### src/rtl/serial_add_ctrl.sv
// Bit-serial adder sequencer: feeds an external 1-bit full adder LSB first and collects the sum.
// Optional macro SERIAL_ADD_OVF_EN adds the ovf output (two's-complement overflow).
module serial_add_ctrl #(
    parameter int WIDTH = 8
) (
    input  logic             clk,
    input  logic             rst,
    input  logic             start,
    input  logic [WIDTH-1:0] op_a,
    input  logic [WIDTH-1:0] op_b,
    input  logic             cin,
    output logic             fa_a,
    output logic             fa_b,
    output logic             fa_ci,
    input  logic             fa_s,
    input  logic             fa_co,
    output logic             busy,
    output logic             done,
    output logic [WIDTH-1:0] sum,
    output logic             cout,
    output logic [1:0]       dbg_state
`ifdef SERIAL_ADD_OVF_EN
    ,
    output logic             ovf
`endif
);

    localparam int CW = $clog2(WIDTH + 1);
    localparam logic [CW-1:0] LAST = CW'(WIDTH - 1);

    typedef enum logic [1:0] {
        S_IDLE = 2'd0,
        S_RUN  = 2'd1,
        S_DONE = 2'd2
    } state_t;

    state_t           state, state_next;
    logic [WIDTH-1:0] a_sh, b_sh, sum_sh, sum_sh_next;
    logic             carry;
    logic [CW-1:0]    cnt;
    logic             accept, last_bit;

    // Handshake: start is a request that is taken only when busy==0 (IDLE or DONE);
    // while busy==1 it is ignored and operands are not re-sampled. done marks sum/cout valid.
    assign accept   = (state != S_RUN) && start;
    assign last_bit = (state == S_RUN) && (cnt == LAST);

    generate
        if (WIDTH == 1) begin : g_w1
            assign sum_sh_next = fa_s;
        end else begin : g_wn
            assign sum_sh_next = {fa_s, sum_sh[WIDTH-1:1]};
        end
    endgenerate

    always_ff @(posedge clk) begin
        if (rst) state <= S_IDLE;
        else     state <= state_next;
    end

    always_comb begin
        state_next = state;
        case (state)
            S_IDLE:  state_next = start ? S_RUN : S_IDLE;
            S_RUN:   state_next = last_bit ? S_DONE : S_RUN;
            S_DONE:  state_next = start ? S_RUN : S_IDLE;
            default: state_next = S_IDLE;
        endcase
    end

    always_comb begin
        busy      = (state == S_RUN);
        done      = (state == S_DONE);
        fa_a      = 1'b0;
        fa_b      = 1'b0;
        fa_ci     = 1'b0;
        dbg_state = state;
        if (state == S_RUN) begin
            fa_a  = a_sh[0];
            fa_b  = b_sh[0];
            fa_ci = carry;
        end
    end

    always_ff @(posedge clk) begin
        if (rst) begin
            a_sh   <= '0;
            b_sh   <= '0;
            sum_sh <= '0;
            carry  <= 1'b0;
            cnt    <= '0;
            sum    <= '0;
            cout   <= 1'b0;
`ifdef SERIAL_ADD_OVF_EN
            ovf    <= 1'b0;
`endif
        end else if (accept) begin
            a_sh  <= op_a;
            b_sh  <= op_b;
            carry <= cin;
            cnt   <= '0;
        end else if (state == S_RUN) begin
            a_sh   <= a_sh >> 1;
            b_sh   <= b_sh >> 1;
            sum_sh <= sum_sh_next;
            carry  <= fa_co;
            cnt    <= cnt + CW'(1);
            if (last_bit) begin
                sum  <= sum_sh_next;
                cout <= fa_co;
`ifdef SERIAL_ADD_OVF_EN
                // carry still holds the carry into the MSB on the last bit
                ovf  <= carry ^ fa_co;
`endif
            end
        end
    end

endmodule
### config.mk
export PLATFORM = sky130hd
export DESIGN_NAME = serial_add_ctrl
export DESIGN_NICKNAME = d
export VERILOG_FILES = /design/src/rtl/serial_add_ctrl.sv
export SDC_FILE = /design/constraint.sdc
export NUM_CORES = 1
export LEC_CHECK = 0
export ABC_AREA = 1
export BUFFER_PORTS_ARGS = -buffer_cell sky130_fd_sc_hd__buf_4
export CAP_MARGIN = 20
export CORE_MARGIN = 5
export CORE_UTILIZATION = 50
export CTS_CLUSTER_SIZE = 20
export DETAILED_ROUTE_END_ITERATION = 16
export PLACE_DENSITY = 0.8
export SYNTH_ARGS = -nofsm -noshare
export SYNTH_HDL_FRONTEND = slang
export SYNTH_SLANG_ARGS = --single-unit
export TNS_END_PERCENT = 30
### constraint.sdc
create_clock -name clk -period 1.4 [get_ports clk]
set_input_delay 0.07 -clock clk [delete_from_list [all_inputs] [get_ports clk]]
set_output_delay 0.07 -clock clk [all_outputs]
set_load 0.1 [all_outputs]
# Word level (Yosys, flattened, before mapping)
# Cells that the tools add are included.
# classes
add_sub_neg,1
n_eq_ne,4
reduce_logical,8
bitwise_logic,1
n_mux,12
# op_table
cell,count
$mux W8,4
$mux W1,6
$add A4 B1 Y4 const B,1
$eq A4 B3 Y1 const B,1
$pmux W2 S2,1
$reduce_or A2 Y1,2
$reduce_and A3 Y1,1
$eq A2 B1 Y1 const B,1
$eq A2 B2 Y1 const B,1
$logic_and A1 B1 Y1,2
$logic_not A2 Y1,1
$mux W2,1
$ne A2 B1 Y1 const B,1
$reduce_and A2 Y1,1
$reduce_bool A2 Y1,1
$not A1 Y1,1
# totals
out_inout_bits,16
ff_bits,40

# Longest topological paths before layout
# depth
ltp_word,4
ltp_mapped,8
depth_no_buf,7

# Worst setup path after synthesis
# No wires, ideal clock.
# synth_timing
path_type,register to output
startpoint,"register state[0], in the netlist dbg_state[0]"
endpoint,output port fa_a
required_ns,1.330
arrival_ns,2.782
path_slack_ns,-1.452
stages_incl_launch_ff,5
path_cell_list,dfxtp_1 -> nand2_1 -> buf_4 -> buf_2 -> nor2_1
# synth_between
elab_chain_cells,2
# synth_rtl
element,line_no,text
"start, declared",37,"state_t state, state_next;"
"start signal, assigned",58,else state <= state_next;
$eq A2 B1 Y1,78,if (state == S_RUN) begin
$mux W1,78,
"end, declared",12,"output logic fa_a,"
# No other way between the ends.

# Worst setup path in the final report
# layout_timing
startpoint,"register state[1], in the netlist dbg_state[1]"
endpoint,output port fa_b
# layout_between
elab_chain_cells,2
# layout_rtl
element,line_no,text
$eq A2 B1 Y1,78,
$mux W1,78,
"end, declared",13,"output logic fa_b,"
# No other way between the ends.

==> out/qor.yml <==
status:
  status: "completed"
synth:
  synth_area_um2: 1680
  ys_ff_latch: 39
  synth.avg_cell_area_um2: 6.98
  synth_cells: 241
  ys_seq_area_frac: 0.464
  yosysUniqueCellTypes: 15
  ys.warnings.count: 0
  synth_nets: 264
die:
  core_area_um2: 3280
  placement_rows: 21
  fp.dieW_um: 68.0
  io_pins: 38
  fp.dieH_um: 68.0
  start_util: 0.512
  die_area_um2: 4630
flow_run:
  drv_cap: 0
finish:
  fin_nets: 318
  antenna_cells: 0
  final_cells: 340
  syn2layout_area_growth_pct: 42.4
  fillCellCount: 255
  fin_area_um2: 2400
  drive_above_1_share: 0.262
clock_network:
  cts.path.max_buffers: 2
  htreeDepth: 2
  clk_pin_slew_ns: 0.10
  numCtsBuffers: 5
  cts.sinks: 39
  clock_latency_ns: 0.35
  cts_tree: "yes"
  cts-root-buf: "clkbuf_4"
place:
  io_buffers: 37
  dp_cells: 316
  placed_area_um2: 2070
  place.gp.congestion: 0.816
  hpwl_um: 2530
timing:
  whs_ns: 0.0221
  fmaxAchievable_mhz: 722
  tightest_slew_ns: 0.463
  slew_violations: 0
  maxSlewHeadroom: 0.691
  fin_crit_sh: 0.990
  rsz0062_at_grt: "yes"
  setup_violations: 0
  finClkSkew_ns: 0.00962
  fin_crit_ns: 1.39
  hold_viol: 0
setup_path:
  worstPathArrival_ns: 1.32
  crit_type: "reg -> out"
  end_kind: "output pin"
  r2r_cells: 7
  cp.required_ns: 1.33
  critical_path.startpoint_type: "flip-flop"
  crit_path_max_fanout: 6
power_and_ir_drop:
  power_mw: 2.23
  power_density_nw_per_um2: 930
  p_leak_nw: 1.18
  ir_worst_vdd_mv: 0.537
global_routing:
  grt_pass1_wl_um: 6290
  grt_pass1_vias: 1426
  grt_use_total: 0.179
  grt_max_degree: 22
  grt.overflow.total: 0
  antenna_found_initial: 0
drt:
  drc_errors: 0
  drt_iter0_markers: 184
  dr.pass1.iters: 5
  routed_wl_um: 4620
  vias_per_cell: 5.11
  num_vias: 1737
  wl_per_cell_um: 13.6
  drtAntennaViolNets: 0
hold_path:
  worstHoldPathCells: 3
  hold_path.class: "in -> reg"
==> final cells by class <==
type,count,area (µm²),share of cell area
Tap cell,46,57.6,0.0240
Clock buffer,6,41.3,0.0172
Multi-Input combinational cell,164,805,0.336
Timing Repair Buffer,59,602,0.251
Inverter,26,103,0.0428
Sequential cell,39,788,0.329
==> cell usage after synthesis <==
library cell,count,area [µm²]
a21oi_1,6,30.0
buf_2,3,15.0
buf_4,4,30.0
clkbuf_1,6,22.5
dfxtp_1,39,781
ha_1,1,12.5
inv_1,24,90.1
inv_2,2,7.51
nand2_1,61,229
nand2_4,1,11.3
nand3_1,57,285
nor2_1,26,97.6
nor2_4,2,22.5
o21ai_0,8,40.0
xor2_1,1,8.76
==> stage by stage <==
stage / worst slack, ns / setup TNS [ns] / util
global route: -0.0447 / -0.239 / 0.730
floorplan: -0.0943 / -0.241 / -
detailed placement: 0.0305 / 0 / 0.629
CTS: 0.000391 / 0 / 0.694
finish: 0.0142 / 0 / 0.730
global placement: 0.130 / 0 / 0.629
==> critical path: stages (launching register included) <==
cell and delay (ns):
dfxtp_4 0.39, inv_6 0.08, nand2_8 0.07, buf_12 0.14, nor2_4 0.12, buf_12 0.18
==> final timing paths <==
| kind | startpoint | end | slack, ns |
|---|---|---|---|
| max | dbg_state[1] | fa_b | 0.01 |
| min | op_b[7] | b_sh[7] | 0.02 |
| max reg2reg | cnt[0] | cout | 0.05 |
| min reg2reg | a_sh[7] | a_sh[7] | 0.47 |
==> flip-flops by register name, indices dropped and copies added (netlist names) <==
name / flops
a_sh: 8
b_sh: 8
sum: 8
sum_sh: 7
cnt: 4
dbg_state: 2
carry: 1
cout: 1
==> layer usage <==
layer | up-vias | track usage | wire, µm
met5 | - | 0 | 0
met4 | 0 | 0.0720 | 82
met3 | 9 | 0.0394 | 255
met2 | 58 | 0.298 | 2370
met1 | 795 | 0.221 | 1910
li1 | 875 | - | -
==> power breakdown <==
group	internal, mW	total, mW	switching [mW]
Sequential	1.16	1.20	0.0405
Combinational	0.234	0.494	0.260
Clock	0.179	0.534	0.354
Total	1.57	2.23	0.655
==> cell families after synthesis <==
kind of cell,Yosys count,synth area share
AOI/OAI and AO/OA,14,0.0416
xor gates and xnor gates,1,0.00521
adders and majority gates,1,0.00743
buffers and inverters,39,0.0981
DFF,39,0.464
and+or+nand+nor,147,0.384
==> layout by cell type, fill, tap and decap left out, types with 3 or more instances in the layout <==
cell type	netlist	layout
nand2_1	61	60
nand3_1	57	56
buf_4	4	44
dfxtp_1	39	37
inv_1	24	24
nor2_1	26	21
o21ai_0	8	8
buf_12	0	8
nor2_4	2	7
a21oi_1	6	6
clkbuf_4	0	5
dlygate4sd3_1	0	3
==> timing repair <==
item / in CTS / in global routing
resized for setup: 16 / 5
setup buffers: 1 / 11
endpoints found under the hold margin: 6 / 0
hold buffers: 3 / 0
cloned: 2 / 1
setup endpoints to repair: 4 / 17
pin swaps: 2 / 4
No activity file was read; power rests on OpenSTA's default activity.
